File: src/rtl/pipo_arbiter.sv
// pipo_arbiter: round-robin arbiter and load sequencer for a shared PIPO register; define PIPO_ARB_CLR_EN to enable the clr pulse
module pipo_arbiter #(
    parameter int NREQ  = 4,
    parameter int WIDTH = 4,
    parameter int HOLD  = 2
) (
    input  logic                  clk,
    input  logic                  rst,
    input  logic [NREQ-1:0]       req,
    input  logic [NREQ*WIDTH-1:0] data_in,
    output logic [NREQ-1:0]       gnt,
    output logic [NREQ-1:0]       ack,
    output logic [WIDTH-1:0]      p_out,
    output logic                  ld,
    output logic                  busy,
    output logic                  clr
);
    localparam int LW = $clog2(NREQ);
    localparam int CW = (HOLD > 1) ? $clog2(HOLD + 1) : 1;

    typedef enum logic [1:0] {ST_IDLE, ST_LOAD, ST_HOLD} state_t;

    state_t            state_q, state_d;
    logic [NREQ-1:0]   gnt_q, gnt_d;
    logic [WIDTH-1:0]  p_q, p_d;
    logic              ld_q, ld_d;
    logic [LW-1:0]     last_q, last_d;
    logic [CW-1:0]     cnt_q, cnt_d;
    logic [LW-1:0]     win;
    logic              found;
    logic              hold_end;

    assign hold_end = (state_q == ST_HOLD) && (cnt_q == '0);
    assign gnt      = gnt_q;
    assign p_out    = p_q;
    assign ld       = ld_q;
    assign busy     = state_q != ST_IDLE;
    assign ack      = hold_end ? gnt_q : '0;

    // round-robin search starting one past the last winner, then FSM next-state and registered outputs
    always_comb begin
        state_d = state_q;
        gnt_d   = gnt_q;
        p_d     = p_q;
        ld_d    = 1'b0;
        last_d  = last_q;
        cnt_d   = cnt_q;
        win     = last_q;
        found   = 1'b0;
        for (int i = 1; i <= NREQ; i++) begin
            if (!found && req[(int'(last_q) + i) % NREQ]) begin
                win   = LW'((int'(last_q) + i) % NREQ);
                found = 1'b1;
            end
        end
        case (state_q)
            ST_IDLE: begin
                if (found) begin
                    state_d = ST_LOAD;
                    gnt_d   = NREQ'(1) << win;
                    p_d     = data_in[win*WIDTH +: WIDTH];
                    ld_d    = 1'b1;
                    last_d  = win;
                end
            end
            ST_LOAD: begin
                state_d = ST_HOLD;
                cnt_d   = CW'(HOLD - 1);
            end
            ST_HOLD: begin
                if (cnt_q == '0) begin
                    state_d = ST_IDLE;
                    gnt_d   = '0;
                end else begin
                    cnt_d = cnt_q - 1'b1;
                end
            end
            default: state_d = ST_IDLE;
        endcase
    end

    // state and output registers; reset discards any in-flight grant
    always_ff @(posedge clk) begin
        if (rst) begin
            state_q <= ST_IDLE;
            gnt_q   <= '0;
            p_q     <= '0;
            ld_q    <= 1'b0;
            last_q  <= LW'(NREQ - 1);
            cnt_q   <= '0;
        end else begin
            state_q <= state_d;
            gnt_q   <= gnt_d;
            p_q     <= p_d;
            ld_q    <= ld_d;
            last_q  <= last_d;
            cnt_q   <= cnt_d;
        end
    end

`ifdef PIPO_ARB_CLR_EN
    logic clr_q, clr_d;
    assign clr_d = hold_end;
    assign clr   = clr_q;
    // clear pulse lands in the idle cycle right after each ack
    always_ff @(posedge clk) begin
        if (rst) clr_q <= 1'b0;
        else     clr_q <= clr_d;
    end
`else
    assign clr = 1'b0;
`endif
endmodule

File: config.mk
export PLATFORM = sky130hd
export DESIGN_NAME = pipo_arbiter
export DESIGN_NICKNAME = d
export VERILOG_FILES = /design/src/rtl/pipo_arbiter.sv
export SDC_FILE = /design/constraint.sdc
export NUM_CORES = 1
export LEC_CHECK = 0
export ABC_CLOCK_PERIOD_IN_PS = 3300
export CAP_MARGIN = 20
export CORE_MARGIN = 8
export CORE_UTILIZATION = 44
export DETAILED_ROUTE_END_ITERATION = 10
export HOLD_SLACK_MARGIN = 0.03
export PLACE_DENSITY = 0.84
export RECOVER_POWER = 100
export SYNTH_ARGS = -nofsm -noshare
export SYNTH_HDL_FRONTEND = slang
export SYNTH_SLANG_ARGS = --single-unit
File: constraint.sdc
create_clock -name clk -period 3.3 [get_ports clk]
set_input_delay 0.66 -clock clk [delete_from_list [all_inputs] [get_ports clk]]
set_output_delay 0.66 -clock clk [all_outputs]
set_load 0.01 [all_outputs]
======== Yosys cells after proc, flatten, opt, wreduce, memory -nomap -nowiden ========
Index checks and enable logic that the tools add are counted.
Widths: inputs -> output; s select.
operators by class
  bitwise gates (word level) .............. 5
  equality and inequality tests ........... 5
  muxes and demuxes ....................... 30
  reductions and logical operators ........ 21
  shift-type cells ........................ 2
  magnitude comparators ................... 4
  add/sub/neg operators ................... 5
operator list
  cell                 count
  $lt 3x4->1 const B   4
  $shiftx 16x5->4      1
  $mux 2               7
  $mux 1               13
  $mux 4               3
  $reduce_or 2->1      5
  $bmux 1 s2           4
  $pmux 4 s2           1
  $pmux 2 s3           1
  $reduce_and 2->1     3
  $reduce_bool 2->1    3
  $add 2x1->2 const B  2
  $add 2x2->2 const B  2
  $and 1x1->1 const A  4
  $logic_and 1x1->1    4
  $logic_not 2->1      2
  $ne 2x2->1 const B   2
  $pmux 2 s2           1
  $shl 1x2->4 const A  1
  $logic_not 1->1      3
  $reduce_and 3->1     1
  $eq 2x1->1 const B   1
  $eq 2x2->1 const B   1
  $ne 2x1->1 const B   1
  2 further kinds      2
storage, ports and cells
  logic and storage cells ................. 78
  output and inout bits ................... 15
  register bits ........................... 15
  input port bits ......................... 22

======== Longest topological paths before layout ========
  word-level depth ........................ 19
  gate-level depth with buffers ........... 6
  mapped depth without buffers ............ 6

======== Worst setup path after synthesis ========
Ideal clock, no wire load.
  path kind ............................... in2reg
  start ................................... input req[3]
  end ..................................... register p_q[2] (netlist: p_out[2])
  required time ........................... 3.174 ns
  path buffers ............................ 1
  arrival time ............................ 1.607 ns
  stages on the path ...................... 6
  setup time .............................. 0.126 ns
  path slack .............................. 1.566 ns
  path through ............................ nand2b_1 > o21ai_1 > a221oi_2 > buf_6 > mux2i_1 > o221ai_2
between the ends
  cells in the longest elaborated chain, start to end .. 14
RTL lines
  what                                                        RTL line  source
  from (decl)                                                 9         input logic [NREQ-1:0] req,
  $bmux 1 s2                                                  51        if (!found && req[(int'(last_q) + i) % NREQ]) begin
  $mux 1 (not written as such) (2 in series)                  51
  $mux 1                                                      51
  $logic_not 1->1                                             51
  $logic_and 1x1->1                                           51
  $mux 1                                                      51
  $logic_not 1->1                                             51
  $logic_and 1x1->1                                           51
  $mux 1                                                      51
  $logic_not 1->1                                             51
  $logic_and 1x1->1                                           51
  $mux 2 / $mux 1 (equally long branches)                     51
  $shiftx 16x5->4 / $reduce_and 2->1 (equally long branches)  -
  to (signal assigned)                                        94        p_q <= p_d;
  to (decl)                                                   25        logic [WIDTH-1:0] p_q, p_d;
Several ways; a longest one is shown, not always the timed one. The select of a mux whose other input is x is not followed.
A chain may end at the register's enable or synchronous reset.

======== Final worst setup path ========
  start ................................... input req[3]
  end ..................................... register gnt_q[2] (netlist: gnt[2])
between the ends
  cells in the longest elaborated chain, start to end .. 16
RTL lines
  what                                        RTL line  source
  $bmux 1 s2                                  51
  $mux 1 (not written as such) (2 in series)  51
  $mux 1                                      51
  $logic_not 1->1                             51
  $logic_and 1x1->1                           51
  $mux 1                                      51
  $logic_not 1->1                             51
  $logic_and 1x1->1                           51
  $mux 1                                      51
  $logic_not 1->1                             51
  $logic_and 1x1->1                           51
  $mux 2                                      51
  $shl 1x2->4                                 60        gnt_d = NREQ'(1) << win;
  $mux 4                                      58        if (found) begin
  $pmux 4 s2                                  56        case (state_q)
  to (signal assigned)                        93        gnt_q <= gnt_d;
  to (decl)                                   24        logic [NREQ-1:0] gnt_q, gnt_d;
Several ways; a longest one is shown, not always the timed one. The select of a mux whose other input is x is not followed.

==> results_dict.tcl <==
set metrics [dict create \
    period_needed_ns 2.63 \
    synth_top_area_share_pct 35.9 \
    clock_tree_from_tritoncts "yes" \
    largest_net_degree_at_the_start_of_global_routing 19 \
    slew_viols_final 0 \
    hold_slack_ns 0.481 \
    place_area_mm2 0.00119 \
    grt_antenna_before_repair 0 \
    post_drt_wl_per_cell_um 13.0 \
    critical_path.top_delay_family "buffers and inverters" \
    clock-root-buffer "clkbuf_4" \
    worst_r2r_startpoint "last_q[0]" \
    setup_total_negative_slack_ns 0 \
    core.rowCount 15 \
    worst-r2r-cell-count 6 \
    worst_r2r_endpoint "gnt[2]" \
    flow.area_growth_from_synthesis_pct 42.5 \
    starting_density_of_the_core_pct 47.4 \
    setup.worst_path.start_class "input pin" \
    seq_area_frac_synth_pct 35.9 \
    drive_gt1_share_pct 3.91 \
    total_die_area_mm2 0.00355 \
    status "complete, no violations" \
    drt.antenna.violating_nets 0 \
    clockBufferDepth 2 \
    post-place-ws_ns 0.903 \
    core-area_mm2 0.00176 \
    global_route.overflow_total 0 \
    cts_inserted_buffers 3 \
    synth_top_family_by_area "simple AND/OR/NAND/NOR gates" \
    final_std_cell_area_no_fill_mm2 0.00119 \
    critPathKind "in -> reg" \
    p_per_area_mw_per_mm2 427 \
    max_clock_freq_mhz 381 \
    synth.area.mux_share_pct 10.8 \
    synth_adder_area_share_pct 1.49 \
    grt_pass1_wl_mm 3.27 \
    leakage_power_nw 0.500 \
    rrSetupSlack_ns 1.25 \
    worst_setup_path_startpoint "req[3]" \
    antenna-diode-count 0 \
    path_cells "dlygate4sd3_1 > nand2b_1 > o21ai_0 > a221oi_1 > clkbuf_1 > or3b_1 > a21oi_1" \
    first_global_vias 767 \
    synth.area.top_cells "dfxtp_1 (36%), mux2i_1 (11%), nand3b_1 (4.5%), nor2_1 (4.0%), a21oi_1 (3.6%)" \
    post_cts.repair.setup_buffers 0 \
    syn-mean-instance-area_um2 9.00 \
    worst-path-stages 7 \
    post_synth_num_cell_types 32 \
    drt_first_pass_iters 3 \
    dp_hpwl_mm 1.60 \
    netlist_area_um2 837 \
    slew_headroom_pct 53.6 \
    layout.cells.most_common "clkdlybuf4s50_1" \
    rsz_0062_raised_after_global_routing "no" \
    vias_per_cell 5.13 \
    cp_max_fo 13 \
    synthFlopType "dfxtp_1" \
    critPathBufInv 2 \
    yosysTopAreaCell "dfxtp_1" \
    worst_ep_required_time_ns 3.51 \
    synth_compound_gate_area_share_pct 20.2 \
    cts-hold-fix-buffers 0 \
    arrival_time_reported_for_the_critical_path_endpoint_ns 2.84 \
    ys_ff_latch 15 \
    holdCritPathClass "reg -> reg" \
    dieHeight_um 59.6 \
    io_buffers 35 \
    worst_slew_pin_slew_ns 0.696 \
    synth_xor_area_share_pct 0 \
    timing.critical_path.slowest_stage_cell "dlygate4sd3_1" \
    cts_num_sinks 15 \
    final_critical_path_setup_slack_ns 0.672 \
    design.final.nets 152 \
    synth_cells 93 \
    fillCellCount 173 \
    synth_nets 116 \
    cap_viol_max_count 0 \
    synth-warning-count 0 \
    cts-resized-gates 0 \
    synth-simple-area-share_pct 25.0 \
    worstSkewPairLatency_ns 0.28 \
    detail_route.wirelength_mm 1.99 \
    die_w_um 59.6 \
    detail_route.iter0.violations 9 \
    place.gp.congestion 0.698 \
    synth-async-reset-ratio_pct 0 \
    crit_path_max_incr_delay_ns 0.60 \
    final_cell_mix "clkdlybuf4s50_1 (20), dfxtp_1 (15), dlygate4sd3_1 (15)" \
    report.final.setup_viol 0 \
    number_of_endpoints_with_negative_hold_slack_in_the_final_report 0 \
    fin_crit_sh_pct 79.6 \
    grt_usage_pct 11.7 \
    ir_drop_uv 328 \
    fin_worst_skew_ns 0.000955 \
    endpoint "gnt[2]" \
    detail_route.drc_violations 0 \
    clk_pin_slew_worst_paths_ns 0.09 \
    detailroute.via_count 785 \
    setup_crit_end_kind "flop" \
    htree_levels 1 \
    number_of_flops_mapped_to_enable_cells_by_yosys 0 \
    design.portCount 37 \
]
[Yosys cell counts, types with 2 or more instances]
library cell and number:
o21ai_1 2, nand3b_1 5, buf_6 2, mux2i_1 9, clkbuf_1 2, a21oi_1 6, nand3_1 4, a211o_1 2
and2_1 4, o221ai_1 3, nand2_1 2, nand2b_1 4, nor3_1 3, or3b_1 2, inv_1 4, nor2_1 9
dfxtp_1 15
[how the worst min path moves through the flow]
stage / endpoint / depth (start not counted) / from
2_1_floorplan: cnt_q[0] / 1 / state_q[1]
3_3_place_gp: gnt[1] / 2 / gnt[1]
3_5_place_dp: gnt[0] / 2 / gnt[0]
4_1_cts: gnt[0] / 2 / gnt[0]
5_1_grt: gnt[1] / 2 / gnt[1]
6_report: gnt[0] / 2 / gnt[0]
[sequential cells by signal, summed over array words and instances (netlist names)]
register,cells
ld,1
p_out,4
state_q,2
gnt,4
last_q,2
cnt_q,2
[power by group]
part | total [W] | switching [W] | internal, W
logic | 0.000181 | 0.0000844 | 0.0000971
registers | 0.000225 | 0.0000179 | 0.000207
clock network | 0.000104 | 0.0000567 | 0.0000469
total | 0.000510 | 0.000159 | 0.000351
[area by class of cell]
cell class                      instances  area, um^2  area share (%)
Timing Repair Buffer                   36         354            29.7
Multi-Input combinational cell         69         465            39.0
Inverter                                4        15.0            1.26
Sequential cell                        15         300            25.2
Clock buffer                            4        26.3            2.20
Tap cell                               25        31.3            2.62
[worst register-to-register path: cells and delay by family (launching register included)]
family | cells | cell delay, ns
AND/OR/NAND/NOR | 2 | 0.57
buffers and inverters | 1 | 0.57
AO/OA/AOI/OAI | 3 | 0.47
flip-flops | 1 | 0.37
[per-stage QoR]
stage / util [%] / total power [W] / instances
finish: 67.6 / 0.000510 / 153
global route: 67.6 / 0.000542 / 153
CTS: 68.9 / 0.000532 / 153
detailed placement: 67.4 / 0.000428 / 149
global placement: 67.4 / 0.000424 / 149
floorplan: - / 0.000349 / 93
[cells by family (layout without fill, tap and decap cells)]
family | Yosys count | in the layout
AND/OR/NAND/NOR | 37 | 37
AO/OA/AOI/OAI | 21 | 21
flip-flops | 15 | 15
multiplexers | 9 | 9
buffers and inverters | 9 | 44
adder cells (fa/ha/maj) | 1 | 1
other | 1 | 1
[per-layer routing]
metal  up-vias  global-route usage, %  part of all wire, %
met2        29                   19.3                   47
met1       344                   13.2                   44
li1        408                      -                    -
met4         0                   3.06                  1.4
met5         -                      0                    0
met3         4                   5.21                  7.8
No activity file was read; power rests on OpenSTA's default activity.
